### src/rtl/seg7_pkg.sv
// seg7_pkg: segment encodings, decode helper and monitor FSM states.
package seg7_pkg;
    localparam logic [6:0] SEG_0     = 7'b1000000;
    localparam logic [6:0] SEG_1     = 7'b1111001;
    localparam logic [6:0] SEG_2     = 7'b0100100;
    localparam logic [6:0] SEG_3     = 7'b0110000;
    localparam logic [6:0] SEG_4     = 7'b0011001;
    localparam logic [6:0] SEG_5     = 7'b0010010;
    localparam logic [6:0] SEG_6     = 7'b0000010;
    localparam logic [6:0] SEG_7     = 7'b1111000;
    localparam logic [6:0] SEG_8     = 7'b0000000;
    localparam logic [6:0] SEG_9     = 7'b0010000;
    localparam logic [6:0] SEG_A     = 7'b0001000;
    localparam logic [6:0] SEG_B     = 7'b0000011;
    localparam logic [6:0] SEG_C     = 7'b1000110;
    localparam logic [6:0] SEG_D     = 7'b0100001;
    localparam logic [6:0] SEG_E     = 7'b0000110;
    localparam logic [6:0] SEG_F     = 7'b0001110;
    localparam logic [6:0] SEG_BLANK = 7'b1111111;

    typedef enum logic [1:0] {IDLE, TRACK, DONE} state_t;

    typedef struct packed {
        logic       legal;
        logic       blank;
        logic [3:0] value;
    } seg7_dec_t;

    function automatic seg7_dec_t seg7_decode(input logic [6:0] p);
        seg7_dec_t r;
        r = '{legal: 1'b1, blank: 1'b0, value: 4'h0};
        case (p)
            SEG_0:     r.value = 4'h0;
            SEG_1:     r.value = 4'h1;
            SEG_2:     r.value = 4'h2;
            SEG_3:     r.value = 4'h3;
            SEG_4:     r.value = 4'h4;
            SEG_5:     r.value = 4'h5;
            SEG_6:     r.value = 4'h6;
            SEG_7:     r.value = 4'h7;
            SEG_8:     r.value = 4'h8;
            SEG_9:     r.value = 4'h9;
            SEG_A:     r.value = 4'hA;
            SEG_B:     r.value = 4'hB;
            SEG_C:     r.value = 4'hC;
            SEG_D:     r.value = 4'hD;
            SEG_E:     r.value = 4'hE;
            SEG_F:     r.value = 4'hF;
            SEG_BLANK: r = '{legal: 1'b0, blank: 1'b1, value: 4'h0};
            default:   r.legal = 1'b0;
        endcase
        return r;
    endfunction
endpackage

### src/rtl/seg7_countdown_monitor_if.sv
// seg7_countdown_monitor_if: display bus input plus checker result signals.
interface seg7_countdown_monitor_if;
    logic [6:0] seg;
    logic       clear;
    logic [3:0] digit;
    logic       digit_valid;
    logic [3:0] step_count;
    logic       done;
    logic       step_err;
    logic       illegal;

    modport master (output seg, clear, input digit, digit_valid, step_count, done, step_err, illegal);
    modport slave  (input seg, clear, output digit, digit_valid, step_count, done, step_err, illegal);
endinterface

### src/rtl/seg7_stable_filter.sv
// seg7_stable_filter: flags a pattern once it has been sampled STABLE_CYCLES times in a row
// and differs from the previously accepted pattern.
module seg7_stable_filter #(
    parameter int STABLE_CYCLES = 4,
    parameter int CNT_W         = 3
) (
    input  logic       clock,
    input  logic       reset,
    input  logic [6:0] seg,
    output logic       accept,
    output logic [6:0] pattern
);
    logic [6:0]       held;
    logic [6:0]       last;
    logic             last_vld;
    logic [CNT_W-1:0] cnt;
    logic             same;
    logic             reach;

    assign same    = seg == held;
    // reach is the edge that brings the run of identical samples to exactly STABLE_CYCLES
    assign reach   = (STABLE_CYCLES == 1) ? !same : same && cnt == CNT_W'(STABLE_CYCLES - 2);
    assign accept  = reach && (!last_vld || seg != last);
    assign pattern = seg;

    always_ff @(posedge clock or negedge reset) begin
        if (!reset) begin
            held     <= 7'h7F;
            cnt      <= '0;
            last     <= 7'h7F;
            last_vld <= 1'b0;
        end else begin
            held <= seg;
            cnt  <= !same ? '0 : (cnt == CNT_W'(STABLE_CYCLES - 1)) ? cnt : cnt + 1'b1;
            if (accept) begin
                last     <= seg;
                last_vld <= 1'b1;
            end
        end
    end
endmodule

### src/rtl/seg7_countdown_monitor.sv
// seg7_countdown_monitor: decodes stable 7-segment patterns and checks a countdown to 0.
module seg7_countdown_monitor
    import seg7_pkg::*;
#(
    parameter int STABLE_CYCLES = 4,
    parameter int CNT_W         = 3
) (
    input logic                      clock,
    input logic                      reset,
    seg7_countdown_monitor_if.slave  bus
);
    logic       accept;
    logic [6:0] pattern;
    seg7_dec_t  dec;
    state_t     state, state_n;
    logic [3:0] digit_n, count_n;
    logic       valid_n, err_n, ill_n;

    seg7_stable_filter #(.STABLE_CYCLES(STABLE_CYCLES), .CNT_W(CNT_W)) u_filter (
        .clock   (clock),
        .reset   (reset),
        .seg     (bus.seg),
        .accept  (accept),
        .pattern (pattern)
    );

    assign bus.done = state == DONE;

    always_comb begin
        dec     = seg7_decode(pattern);
        state_n = state;
        digit_n = bus.digit;
        count_n = bus.step_count;
        valid_n = 1'b0;
        err_n   = bus.step_err;
        ill_n   = bus.illegal;
        if (bus.clear) begin
            state_n = IDLE;
            count_n = '0;
            err_n   = 1'b0;
            ill_n   = 1'b0;
        end else if (accept && dec.legal) begin
            valid_n = 1'b1;
            digit_n = dec.value;
            state_n = (dec.value == 4'h0) ? DONE : TRACK;
            // IDLE and DONE both start a fresh sequence
            if (state == TRACK) begin
                if (dec.value == bus.digit - 4'd1)
                    count_n = (bus.step_count == 4'hF) ? 4'hF : bus.step_count + 4'd1;
                else
                    err_n = 1'b1;
            end else begin
                count_n = '0;
            end
        end else if (accept && !dec.blank) begin
            ill_n = 1'b1;
        end
    end

    always_ff @(posedge clock or negedge reset) begin
        if (!reset) begin
            state           <= IDLE;
            bus.digit       <= '0;
            bus.digit_valid <= 1'b0;
            bus.step_count  <= '0;
            bus.step_err    <= 1'b0;
            bus.illegal     <= 1'b0;
        end else begin
            state           <= state_n;
            bus.digit       <= digit_n;
            bus.digit_valid <= valid_n;
            bus.step_count  <= count_n;
            bus.step_err    <= err_n;
            bus.illegal     <= ill_n;
        end
    end
endmodule

### src/flat_wrapper.sv
// flat-port wrapper written by rule: the top's interface ports become plain ports
module seg7_countdown_monitor_flat import seg7_pkg::*;
#(
    parameter int STABLE_CYCLES = 4,
    parameter int CNT_W         = 3
)
  (clock, reset, bus_seg, bus_clear, bus_digit, bus_digit_valid, bus_step_count, bus_done, bus_step_err, bus_illegal);
  seg7_countdown_monitor_if bus_i ();
  input logic clock;
  input logic reset;
  input wire logic [$bits(bus_i.seg)-1:0] bus_seg;
  input wire logic [$bits(bus_i.clear)-1:0] bus_clear;
  output wire logic [$bits(bus_i.digit)-1:0] bus_digit;
  output wire logic [$bits(bus_i.digit_valid)-1:0] bus_digit_valid;
  output wire logic [$bits(bus_i.step_count)-1:0] bus_step_count;
  output wire logic [$bits(bus_i.done)-1:0] bus_done;
  output wire logic [$bits(bus_i.step_err)-1:0] bus_step_err;
  output wire logic [$bits(bus_i.illegal)-1:0] bus_illegal;
  assign bus_i.seg = bus_seg;
  assign bus_i.clear = bus_clear;
  assign bus_digit = bus_i.digit;
  assign bus_digit_valid = bus_i.digit_valid;
  assign bus_step_count = bus_i.step_count;
  assign bus_done = bus_i.done;
  assign bus_step_err = bus_i.step_err;
  assign bus_illegal = bus_i.illegal;
  seg7_countdown_monitor #(.STABLE_CYCLES(STABLE_CYCLES), .CNT_W(CNT_W)) u_core (.clock(clock), .reset(reset), .bus(bus_i));
endmodule
### config.mk
export PLATFORM = sky130hd
export DESIGN_NAME = seg7_countdown_monitor_flat
export DESIGN_NICKNAME = d
export VERILOG_FILES = /design/src/rtl/seg7_pkg.sv /design/src/rtl/seg7_countdown_monitor_if.sv /design/src/rtl/seg7_stable_filter.sv /design/src/rtl/seg7_countdown_monitor.sv /design/src/flat_wrapper.sv
export SDC_FILE = /design/constraint.sdc
export NUM_CORES = 1
export LEC_CHECK = 0
export ABC_CLOCK_PERIOD_IN_PS = 3200
export CAP_MARGIN = 0
export CORE_UTILIZATION = 58
export CTS_BUF_LIST = sky130_fd_sc_hd__clkbuf_8
export DETAILED_ROUTE_END_ITERATION = 8
export GPL_TIMING_DRIVEN = 0
export PLACE_DENSITY = 0.92
export SLEW_MARGIN = 0
export SYNTH_ARGS = -nofsm -noshare
export SYNTH_HDL_FRONTEND = slang
export SYNTH_HIERARCHICAL = 1
export SYNTH_SLANG_ARGS = --single-unit
### constraint.sdc
create_clock -name clock -period 3.2 [get_ports clock]
set_input_delay 0.64 -clock clock [delete_from_list [all_inputs] [get_ports clock]]
set_output_delay 0.64 -clock clock [all_outputs]
set_load 0.005 [all_outputs]
# == Word level (Yosys, flattened, before mapping) ==
# Index checks and enable logic that the tools add are counted.
# totals
reg_bits,31
word_cells,81
inputBits,10
# op_classes
reduce_logical,17
n_mux,22
bitwise,1
addsub,3
n_eq_ne,28
# op_table
op,n
4-bit case mux with 15 select lines,1
7-bit equality test (second input constant),5
7-bit by 5-bit equality test with 1-bit output (second input constant),3
7-bit by 6-bit equality test with 1-bit output (second input constant),3
4-bit two-way mux,5
16-bit OR reduction,1
7-bit by 2-bit equality test with 1-bit output (second input constant),2
7-bit by 4-bit equality test with 1-bit output (second input constant),2
1-bit two-way mux,11
7-bit by 3-bit equality test with 1-bit output (second input constant),1
7-bit equality test,1
7-bit zero test,1
7-bit inequality test,1
3-bit by 2-bit equality test with 1-bit output (second input constant),2
2-bit two-way mux,3
3-bit two-way mux,2
2-bit inequality test (second input constant),3
2-bit AND reduction,3
2-bit nonzero test,3
4-bit by 1-bit adder with 4-bit output (second input constant),1
4-bit equality test,1
4-bit equality test (second input constant),1
1-bit logical AND,4
4-bit zero test,1
9 further kinds,10

# == Logic depth before layout (Yosys ltp) ==
# Gate-level depths: netlist of run 1.
# depth
depth_word,7
depth_mapped,9
mapped_depth_nobuf,8

# == Cells and area by module ==
# Netlist of run 1, hierarchy kept.
# modules_own_cells
module,instances,cells_per_inst,area_each_um2
seg7_countdown_monitor,1,121,1108.6
seg7_stable_filter,1,68,875.8

# == Worst setup path after synthesis of run 1 ==
# Ideal clock, no wire load.
# synth_timing
kind,input to register
startpoint,input port bus_seg[3]
endpoint,register u_core.bus.step_count[3]
t_arrival_ps,2712
path_buffers,1
setup_time_ps,94
setup_slack_ps,394
path_stages,8
cell_sequence,buf_4 > or4b_1 > a2111oi_0 > a2111oi_2 > xnor2_1 > nor4b_4 > a41oi_1 > a211oi_1
# synth_via
elab_chain_len,6
elab_cells_between_ends,29
# synth_lines
element,line,source
start: declaration,flat_wrapper.sv:11,input wire logic [$bits(bus_i.seg)-1:0] bus_seg;
"parallel branches: the longest is 5 deep, another holds 4-bit case mux with 15 select lines",n/a,
2-bit AND reduction (no line) *,n/a,
end signal: assignment,seg7_countdown_monitor.sv:72,bus.step_count <= count_n;
end: declaration,seg7_countdown_monitor_if.sv:13,"modport slave (input seg, clear, output digit, digit_valid, step_count, done, step_err, illegal);"
# Every way passes the cells marked *.
# A chain may end at the register's enable or synchronous reset.

# == Worst setup path in the final report of run 1 ==
# layout_timing
startpoint,input port bus_seg[4]
endpoint,register u_core.bus.step_count[3]
# The elaborated chain is that of the path after synthesis.

==> results of run 1 <==
## worst max-delay path: stages
cell	delay [ns]
clkdlybuf4s50_1	0.49
buf_4	0.17
buf_2	0.17
or3_1	0.47
nor3_2	0.29
a2111oi_4	0.09
xnor2_1	0.22
nor4b_4	0.33
a41oi_1	0.16
a211oi_1	0.22
## area by class of cell
type / count / area (sq um)
tap: 44 / 55.1
buffer: 14 / 98.8
timing repair buffer: 26 / 249
inverter: 6 / 22.5
multi-input combinational: 137 / 1160
fill: 214 / 684
sequential: 31 / 793
clock buffer: 6 / 82.6
clock inverter: 2 / 11.3
## state kept, by name, summed over array words and instances (netlist names)
signal	count
u_core/bus.digit_valid	1
u_core/bus.step_count	4
u_core/bus.digit	4
u_core/u_filter/last	7
u_core/u_filter/cnt	3
u_core/u_filter/last_vld	1
u_core/state	2
u_core/u_filter/held	7
u_core/bus.illegal	1
u_core/bus.step_err	1
## stage by stage
step	setup TNS (ns)	instance area, sq um
2_1_floorplan	0	1980
3_3_place_gp	-2.94	2240
3_5_place_dp	-3.07	2240
4_1_cts	0	2380
5_1_grt	-0.00313	2470
6_report	0	2470
## worst max-delay path by stage
stage               startpoint                  endpoint  slack, ns  cells after the start
finish              bus_seg[4]  u_core/bus.step_count[3]       0.14                     10
global route        bus_seg[4]  u_core/bus.step_count[3]     -0.003                      9
CTS                 bus_seg[5]  u_core/bus.step_count[3]      0.009                     10
detailed placement  bus_seg[3]  u_core/bus.step_count[3]      -0.44                     10
global placement    bus_seg[3]  u_core/bus.step_count[3]      -0.43                      9
floorplan           bus_seg[3]  u_core/bus.step_count[3]       0.39                      8
## synthesized netlist by cell type (3+ instances only)
cell       n
dfrtp_1   17
dfstp_2   14
xnor2_1   13
nor2_1    11
nor3_1    10
mux2_2     9
xor2_1     8
buf_4      7
a21oi_1    6
inv_1      6
nand3_1    6
ha_1       5
nand2_1    5
nand4_1    5
a211oi_1   3
buf_2      3
clkbuf_1   3
o21ai_0    3
or3_1      3
## per-layer routing
metal,GRT usage (%),vias to the layer above,wire (um)
met5,0,-,0
met1,27.4,741,1680
met4,10.7,0,56
li1,-,747,-
met2,40.2,41,2000
met3,5.33,8,138
## kinds of logic after synthesis
| kind of cell | after synthesis | share of synthesized area, % |
|---|---|---|
| xor gates and xnor gates | 21 | 9.27 |
| adders and majority gates | 5 | 3.15 |
| muxes | 11 | 6.12 |
| DFF | 31 | 40.0 |
| buffers and inverters | 21 | 6.24 |
| and+or+nand+nor | 73 | 25.0 |
| AOI/OAI and AO/OA | 27 | 10.2 |
## cells in the final DEF (no fill, tap or decap), types with 2 or more instances in the layout
master	netlist	final
nand4_2	2	2
nor3_1	10	8
a2111oi_4	0	3
xor2_1	8	8
nor2b_1	2	2
and3_1	2	2
buf_4	7	13
nor3_2	0	2
a211oi_1	3	3
buf_6	2	2
dfstp_2	14	14
a31o_1	2	2
nor3b_1	2	2
buf_2	3	5
nand4_1	5	5
ha_1	5	5
and4b_1	2	2
nor2_1	11	11
dfrtp_1	17	17
dlymetal6s2s_1	0	4
mux2i_1	2	2
clkdlybuf4s50_1	0	14
or3_1	3	3
xnor2_1	13	13
nor4bb_1	2	2
inv_1	6	6
nand3_1	6	6
mux2_2	9	9
clkbuf_8	0	6
and2_1	2	2
o21ai_0	3	3
a21oi_1	6	6
nand2_1	5	5
or3b_1	2	2
## report_power, final
part / switching (uW) / leakage, uW / internal (uW) / total (uW)
logic: 62.8 / 0.000616 / 45.0 / 108
clock network: 149 / 0.0000449 / 171 / 320
registers: 3.44 / 0.000373 / 402 / 405
## what timing repair did
action                                 4_1_cts  5_1_grt
hold buffers                                 0        0
buffers inserted                             2        4
endpoints found under the hold margin        0        0
gates resized for setup                      8       13
setup endpoints to repair                    6        9
pin swaps                                    3        4
==> flow_summary.toml, run 1 <==
[outcome]
status = "finished clean"

[final_layout]
fin_util_pct = 78.3
area_growth_pct = 24.4
n_antenna_cell = 0
fin_nets = 236
fin_cells = 266
drive_gt1_share_pct = 31.1

[synth]
ys_seq_elements = 31
synth_edf_count = 0
synthCells = 189
synthFlopType = "dfrtp_1"
yosys_warnings = 6
netlist-cell-type-count = 58
synth_top_cells_by_area = "dfrtp_1 21%, dfstp_2 19%, xnor2_1 5.7%, mux2_2 5.1%, xor2_1 3.5%"
mappedNetlistArea_sq_um = 1980
synthesis.nets = 204
synth.top_cell.area_share_pct = 21.4
yosys.area.top_type = "dfrtp_1"
syn_avg_cell_area_sq_um = 10.5
synthArstFlopShare_pct = 100
yosysSeqAreaShare_pct = 40.0

[sta]
post-route-period-util_pct = 95.5
final_max_slew_viol_count = 0
finClkSkew_ns = 0.00693
holdWs_ns = 0.380
clock.fmax_ghz = 0.327
slew_headroom_pct = 55.7
fin_ws_ns = 0.143
period_minus_slack_ns = 3.06
worstMarginPinSlew_ns = 0.665
hold_viol = 0
setup_violations = 0

[cts]
root_buffer = "clkbuf_8"
clk_pin_slew_ns = 0.07
numCtsBuffers = 5
cts_tree = "yes"
cts_sinks = 31
clk_latency_ns = 0.28
max-clock-path-buffers = 2
htreeDepth = 2

[pwr]
peakVddDrop_mv = 0.299
p_leak_uw = 0.00103
powerDensity_nw_per_um2 = 338
p_total_uw = 833

[placement]
dp_cells = 253
preCtsSetupSlack_ns = -0.440
portBuffers = 20
gp_congestion = 0.883
dpl.hpwl_mm = 2.60

[drt]
drc = 0
antenna_left = 0
via_per_inst = 5.78
wl_mm = 3.88
drtIter0Drc = 81
firstDrtPassIters = 4
wl_per_cell_um = 14.6
num_vias = 1537

[global_routing]
grt_overflow = 0
grt_pass1_wl_mm = 6.26
grt_pass1_vias = 1460
grt_max_degree = 32
grt_antenna_before_repair = 0
grt_usage_pct = 23.2

[floorplanning]
die-width_um = 60.5
fp.dieH_um = 60.5
core-area_sq_um = 3150
fp.dieArea_sq_um = 3660
rows = 20
start_util_pct = 62.9
io_pins = 22

[worst_setup_path]
endpoint_kind = "flop"
cp.arrival_ns = 3.25
crit_type = "in2reg"
r2r_start = "u_core/u_filter/held[5]"
r2r_cells = 8
rrSetupSlack_ns = 0.69
r2r-end = "u_core/bus.step_count[3]"
start_kind = "primary input"
crit_fanout = 10
required_ns = 3.40

[min_path]
min_path_type = "in2async"

[job]
maxCapViolations = 0
(Power assumes the default switching activity.)
==> run 2, diff against run 1 <==
Settings changed: ABC_CLOCK_PERIOD_IN_PS 3200 to 3600, CORE_UTILIZATION 58 to 63, PLACE_DENSITY 0.92 to 0.95.
Clock period 3.2 ns to 3.6 ns, I/O delays scaled along.
==> run 2 against run 1 <==
  * Non-clock buffer count shrank 5
  * Routed wire length grew 3.8%
  * First-iteration DRC count shrank 20%
  * Critical path depth is the same
  * Sequential share of layout area grew 1.4 points
  * Clock-buffer cell count is the same
  * Cell count shrank 1.9%
  * Combinational power shrank 16%
  * Via count grew 2.1%
  * Critical path type unchanged
  * Critical endpoint unchanged
  * Largest power group unchanged
==> flow_summary.toml, run 2 (synthesis gave the netlist of run 1 again) <==
[placement]
dpl.hpwl_mm = 2.88
gp_congestion = 0.845
dp_cells = 253
portBuffers = 20

[drt]
num_vias = 1570
antenna_left = 0
firstDrtPassIters = 4
via_per_inst = 6.02
drtIter0Drc = 65
wl_mm = 4.03
drc = 0
wl_per_cell_um = 15.4

[worst_setup_path]
endpoint_kind = "flop"
path_buf_inv = 3
worst_path_largest_cell_delay_ns = 0.59
path_cells = "clkdlybuf4s50_1, buf_4, buf_2, or3_1, nor4_1, or4bb_1, o22a_1, nor4b_4, a41oi_1, a211oi_1"
r2r_start = "u_core/u_filter/held[5]"
critPathSlowestCell = "nor4_1"
crit_fanout = 10
crit_type = "in2reg"
critPathLaunch = "bus_seg[4]"
start_kind = "primary input"
cp.arrival_ns = 3.72
critical_path.top_delay_family = "simple AND/OR/NAND/NOR gates"
required_ns = 3.80

[final_layout]
fin_cells = 261
drive_gt1_share_pct = 25.8
top_regs = "u_core/u_filter/held (7), u_core/u_filter/last (7)"
area_growth_pct = 19.2
layout_commonest_cell = "clkdlybuf4s50_1"
fin_nets = 231
mostFrequentLayoutCells = "19 x clkdlybuf4s50_1, 17 x dfrtp_1, 14 x dfstp_2, 13 x xnor2_1, 11 x nor2_1"
n_antenna_cell = 0

[global_routing]
busiest_layer = "met2"
grt_antenna_before_repair = 0
grt_use_met2_pct = 44.8
grt_usage_pct = 26.9
gr-usage-met3_pct = 7.59
grt_max_degree = 32
grt_overflow = 0
grt_pass1_wl_mm = 6.86
grt_pass1_vias = 1575
grt_use_met1_pct = 30.6

[pwr]
p_leak_uw = 0.000970
peakVddDrop_mv = 0.346
powerDensity_nw_per_um2 = 340

[job]
maxCapViolations = 0

[cts]
cts_sinks = 31
htreeDepth = 2
clk_latency_ns = 0.29
root_buffer = "clkbuf_8"
max-clock-path-buffers = 2
cts_setup_buffers = 0
numCtsBuffers = 5
cts_tree = "yes"
clk_pin_slew_ns = 0.07
cts_hold_buffers = 0

[sta]
post-route-period-util_pct = 97.8
final_max_slew_viol_count = 0
slew_headroom_pct = 54.0
rsz0062_at_grt = "true"
hold_viol = 0
clock.fmax_ghz = 0.284
setup_violations = 0
period_minus_slack_ns = 3.52
worstMarginPinSlew_ns = 0.684
holdWs_ns = 0.455
finClkSkew_ns = 0.00648

[floorplanning]
die-width_um = 58.1
fp.dieH_um = 58.1
rows = 20
core-area_sq_um = 3030
fp.dieArea_sq_um = 3380
io_pins = 22
start_util_pct = 65.5

[min_path]
min_path_type = "in2async"

[outcome]
status = "finished clean"
[run 2: cell count changes in the layout (fill, tap and decap cells not counted), moves of 2 or more]
cell	before	now
buf_4	13	7
clkdlybuf4s50_1	14	19
dlymetal6s2s_1	4	0
a2111oi_4	3	0
clkbuf_1	1	3
[run 2: layer usage]
metal	up-vias	share of wire, %
met5	-	0
met4	0	2.4
met3	10	4.3
met2	50	53
met1	769	40
li1	741	-
[run 2: report_power, final]
| part | leakage (uW) | internal (uW) | switching [uW] |
|---|---|---|---|
| clock network | 0.0000612 | 224 | 131 |
| logic | 0.000536 | 39.0 | 51.2 |
| registers | 0.000373 | 357 | 3.14 |
[run 2: final cells by class]
type,count,area (sq um)
timing repair buffer,20,195
buffer,15,101
fill,198,663
inverter,6,22.5
sequential,31,793
clock inverter,2,35.0
multi-input combinational,137,1080
clock buffer,6,82.6
tap,44,55.1
[run 2: what timing repair did]
item,in CTS,in global routing
resized for setup,0,2
hold endpoints to repair,0,0
endpoints found under the setup margin,0,4
[run 2: final timing paths]
check                                                 to  depth (start not counted)  slack (ns)
worst min-delay path            u_core/bus.step_count[2]                          1        0.46
min in group clock              u_core/u_filter/last_vld                          1        0.50
worst min register to register  u_core/u_filter/last_vld                          1        0.50
max in group asynchronous                u_core/state[0]                          1        2.73
worst max-delay path            u_core/bus.step_count[3]                         10        0.08
worst max register to register  u_core/bus.step_count[3]                          8        0.83
[run 2: metrics by stage]
step / instance area (sq um) / TNS (ns) / total power (uW) / util [%] / setup WS, ns
CTS: 2360 / 0 / 810 / 77.9 / 0.115
global route: 2360 / -0.0847 / 834 / 78.1 / -0.0847
finish: 2360 / 0 / 805 / 78.1 / 0.0784
detailed placement: 2240 / -0.484 / 455 / 74.0 / -0.145
global placement: 2240 / -0.235 / 452 / 74.0 / -0.102
floorplan: 1980 / 0 / 423 / - / 0.714
==> run 3, diff against run 2 <==
Settings changed: CORE_MARGIN set to 8, CTS_CLUSTER_DIAMETER set to 40.
==> run 3 against run 2 <==
  * Final area grew 1.3%
  * Critical path depth is the same
  * Non-clock buffer count grew 4
  * Cell count grew 1.5%
  * Sequential share of layout area shrank 0.42 points
  * Register-to-register slack gained 0.16 ns
  * Die area grew 54%
  * First-iteration DRC count grew 48%
  * Largest power group unchanged
  * Highest routed layer unchanged
==> flow_summary.toml, run 3 (synthesis gave the netlist of run 1 again) <==
[worst_setup_path]
endpoint_kind = "flop"
crit_type = "in2reg"
crit_fanout = 10
required_ns = 3.77
cp.arrival_ns = 3.60
start_kind = "primary input"

[sta]
hold_viol = 0
setup_violations = 0
slew_headroom_pct = 54.9
worstMarginPinSlew_ns = 0.677
period_minus_slack_ns = 3.43
post-route-period-util_pct = 95.3
setup_tns_ns = 0
rsz0062_at_grt = "false"
finClkSkew_ns = 0.00375
clock.fmax_ghz = 0.291
final_max_slew_viol_count = 0

[cts]
htreeDepth = 2
clk_pin_slew_ns = 0.06
numCtsBuffers = 5
root_buffer = "clkbuf_8"
cts_sinks = 31
cts_tree = "yes"
max-clock-path-buffers = 2
cts_hold_buffers = 0
clk_latency_ns = 0.28

[job]
maxCapViolations = 0

[drt]
drc = 0
wl_per_cell_um = 16.4
drtIter0Drc = 96
num_vias = 1595
via_per_inst = 6.02
firstDrtPassIters = 4
wl_mm = 4.35
antenna_left = 0

[floorplanning]
start_util_pct = 65.5
fp.dieH_um = 72.1
die-width_um = 72.1
core-area_sq_um = 3030
rows = 20
io_pins = 22
fp.dieArea_sq_um = 5200

[placement]
postPlaceCellArea_sq_um = 2240
dpl.hpwl_mm = 3.15
gp_congestion = 0.908
portBuffers = 20

[pwr]
peakVddDrop_mv = 0.235
powerDensity_nw_per_um2 = 316
p_leak_uw = 0.000985

[final_layout]
n_antenna_cell = 0
top_regs = "u_core/u_filter/held (7), u_core/u_filter/last (7)"
final_cell_area_sq_um = 2390
mostFrequentLayoutCells = "19 x clkdlybuf4s50_1, 17 x dfrtp_1, 14 x dfstp_2, 13 x xnor2_1"
area_growth_pct = 20.7
drive_gt1_share_pct = 28.5
fin_nets = 235
layout_commonest_cell = "clkdlybuf4s50_1"

[min_path]
min_path_type = "in2async"

[global_routing]
grt_usage_pct = 17.6
grt_pass1_wl_mm = 7.36
grt_pass1_vias = 1608
grt_max_degree = 32
grt_overflow = 0
grt_antenna_before_repair = 0

[outcome]
status = "finished clean"
## run 3: stage by stage
step	hold slack (ns)	utilization (%)	total power [uW]	worst slack [ns]	instances
after global placement	0.458	74.0	451	-0.0317	253
final	0.474	79.1	756	0.169	265
after detailed placement	0.497	74.0	456	-0.174	253
after CTS	0.513	77.4	761	0.134	261
after floorplan	0.424	-	423	0.714	189
after global routing	0.522	79.1	790	0.00146	265
## run 3: repair_timing
action / CTS / global route
gates resized for setup: 0 / 7
endpoints found under the setup margin: 0 / 4
hold endpoints to repair: 0 / 0
setup buffers: 0 / 4
## run 3: worst max-delay path: stages
cell and delay [ns]:
clkdlybuf4s50_1 0.52, buf_4 0.21, buf_6 0.13, or3b_1 0.38, a2111o_1 0.48, nand4_1 0.15
or2_1 0.17, nor2_1 0.09, nor3b_4 0.34, mux2_2 0.38
## run 3: worst paths after layout
| kind | start | cells after the start | to | slack [ns] |
|---|---|---|---|---|
| worst max-delay path | bus_seg[6] | 10 | u_core/bus.digit[2] | 0.17 |
| worst min-delay path | reset | 1 | u_core/bus.digit[1] | 0.47 |
| worst max register to register | u_core/u_filter/held[5] | 8 | u_core/bus.step_count[3] | 0.99 |
| worst min register to register | u_core/u_filter/last_vld | 1 | u_core/u_filter/last_vld | 0.51 |
| max in group asynchronous | reset | 1 | u_core/u_filter/last_vld | 2.69 |
| min in group clock | u_core/u_filter/last_vld | 1 | u_core/u_filter/last_vld | 0.51 |
## run 3: per-layer routing
metal	global-route usage, %	vias up	wire length, um
li1	-	748	-
met1	18.9	780	1750
met2	32.0	54	2270
met3	4.96	13	238
met4	5.67	0	99
met5	0	-	0
## run 3: layout make-up
class,count,area [sq um]
Multi-Input combinational cell,137,1090
Sequential cell,31,793
Fill cell,200,633
Timing Repair Buffer,24,225
Buffer,15,103
Clock buffer,7,96.3
Tap cell,44,55.1
Inverter,6,22.5
Clock inverter,1,7.51
## run 3: report_power, final
| part | internal [uW] | leakage (uW) | switching (uW) |
|---|---|---|---|
| Sequential | 357 | 0.000373 | 3.07 |
| Clock | 174 | 0.0000505 | 129 |
| Combinational | 39.2 | 0.000562 | 54.0 |
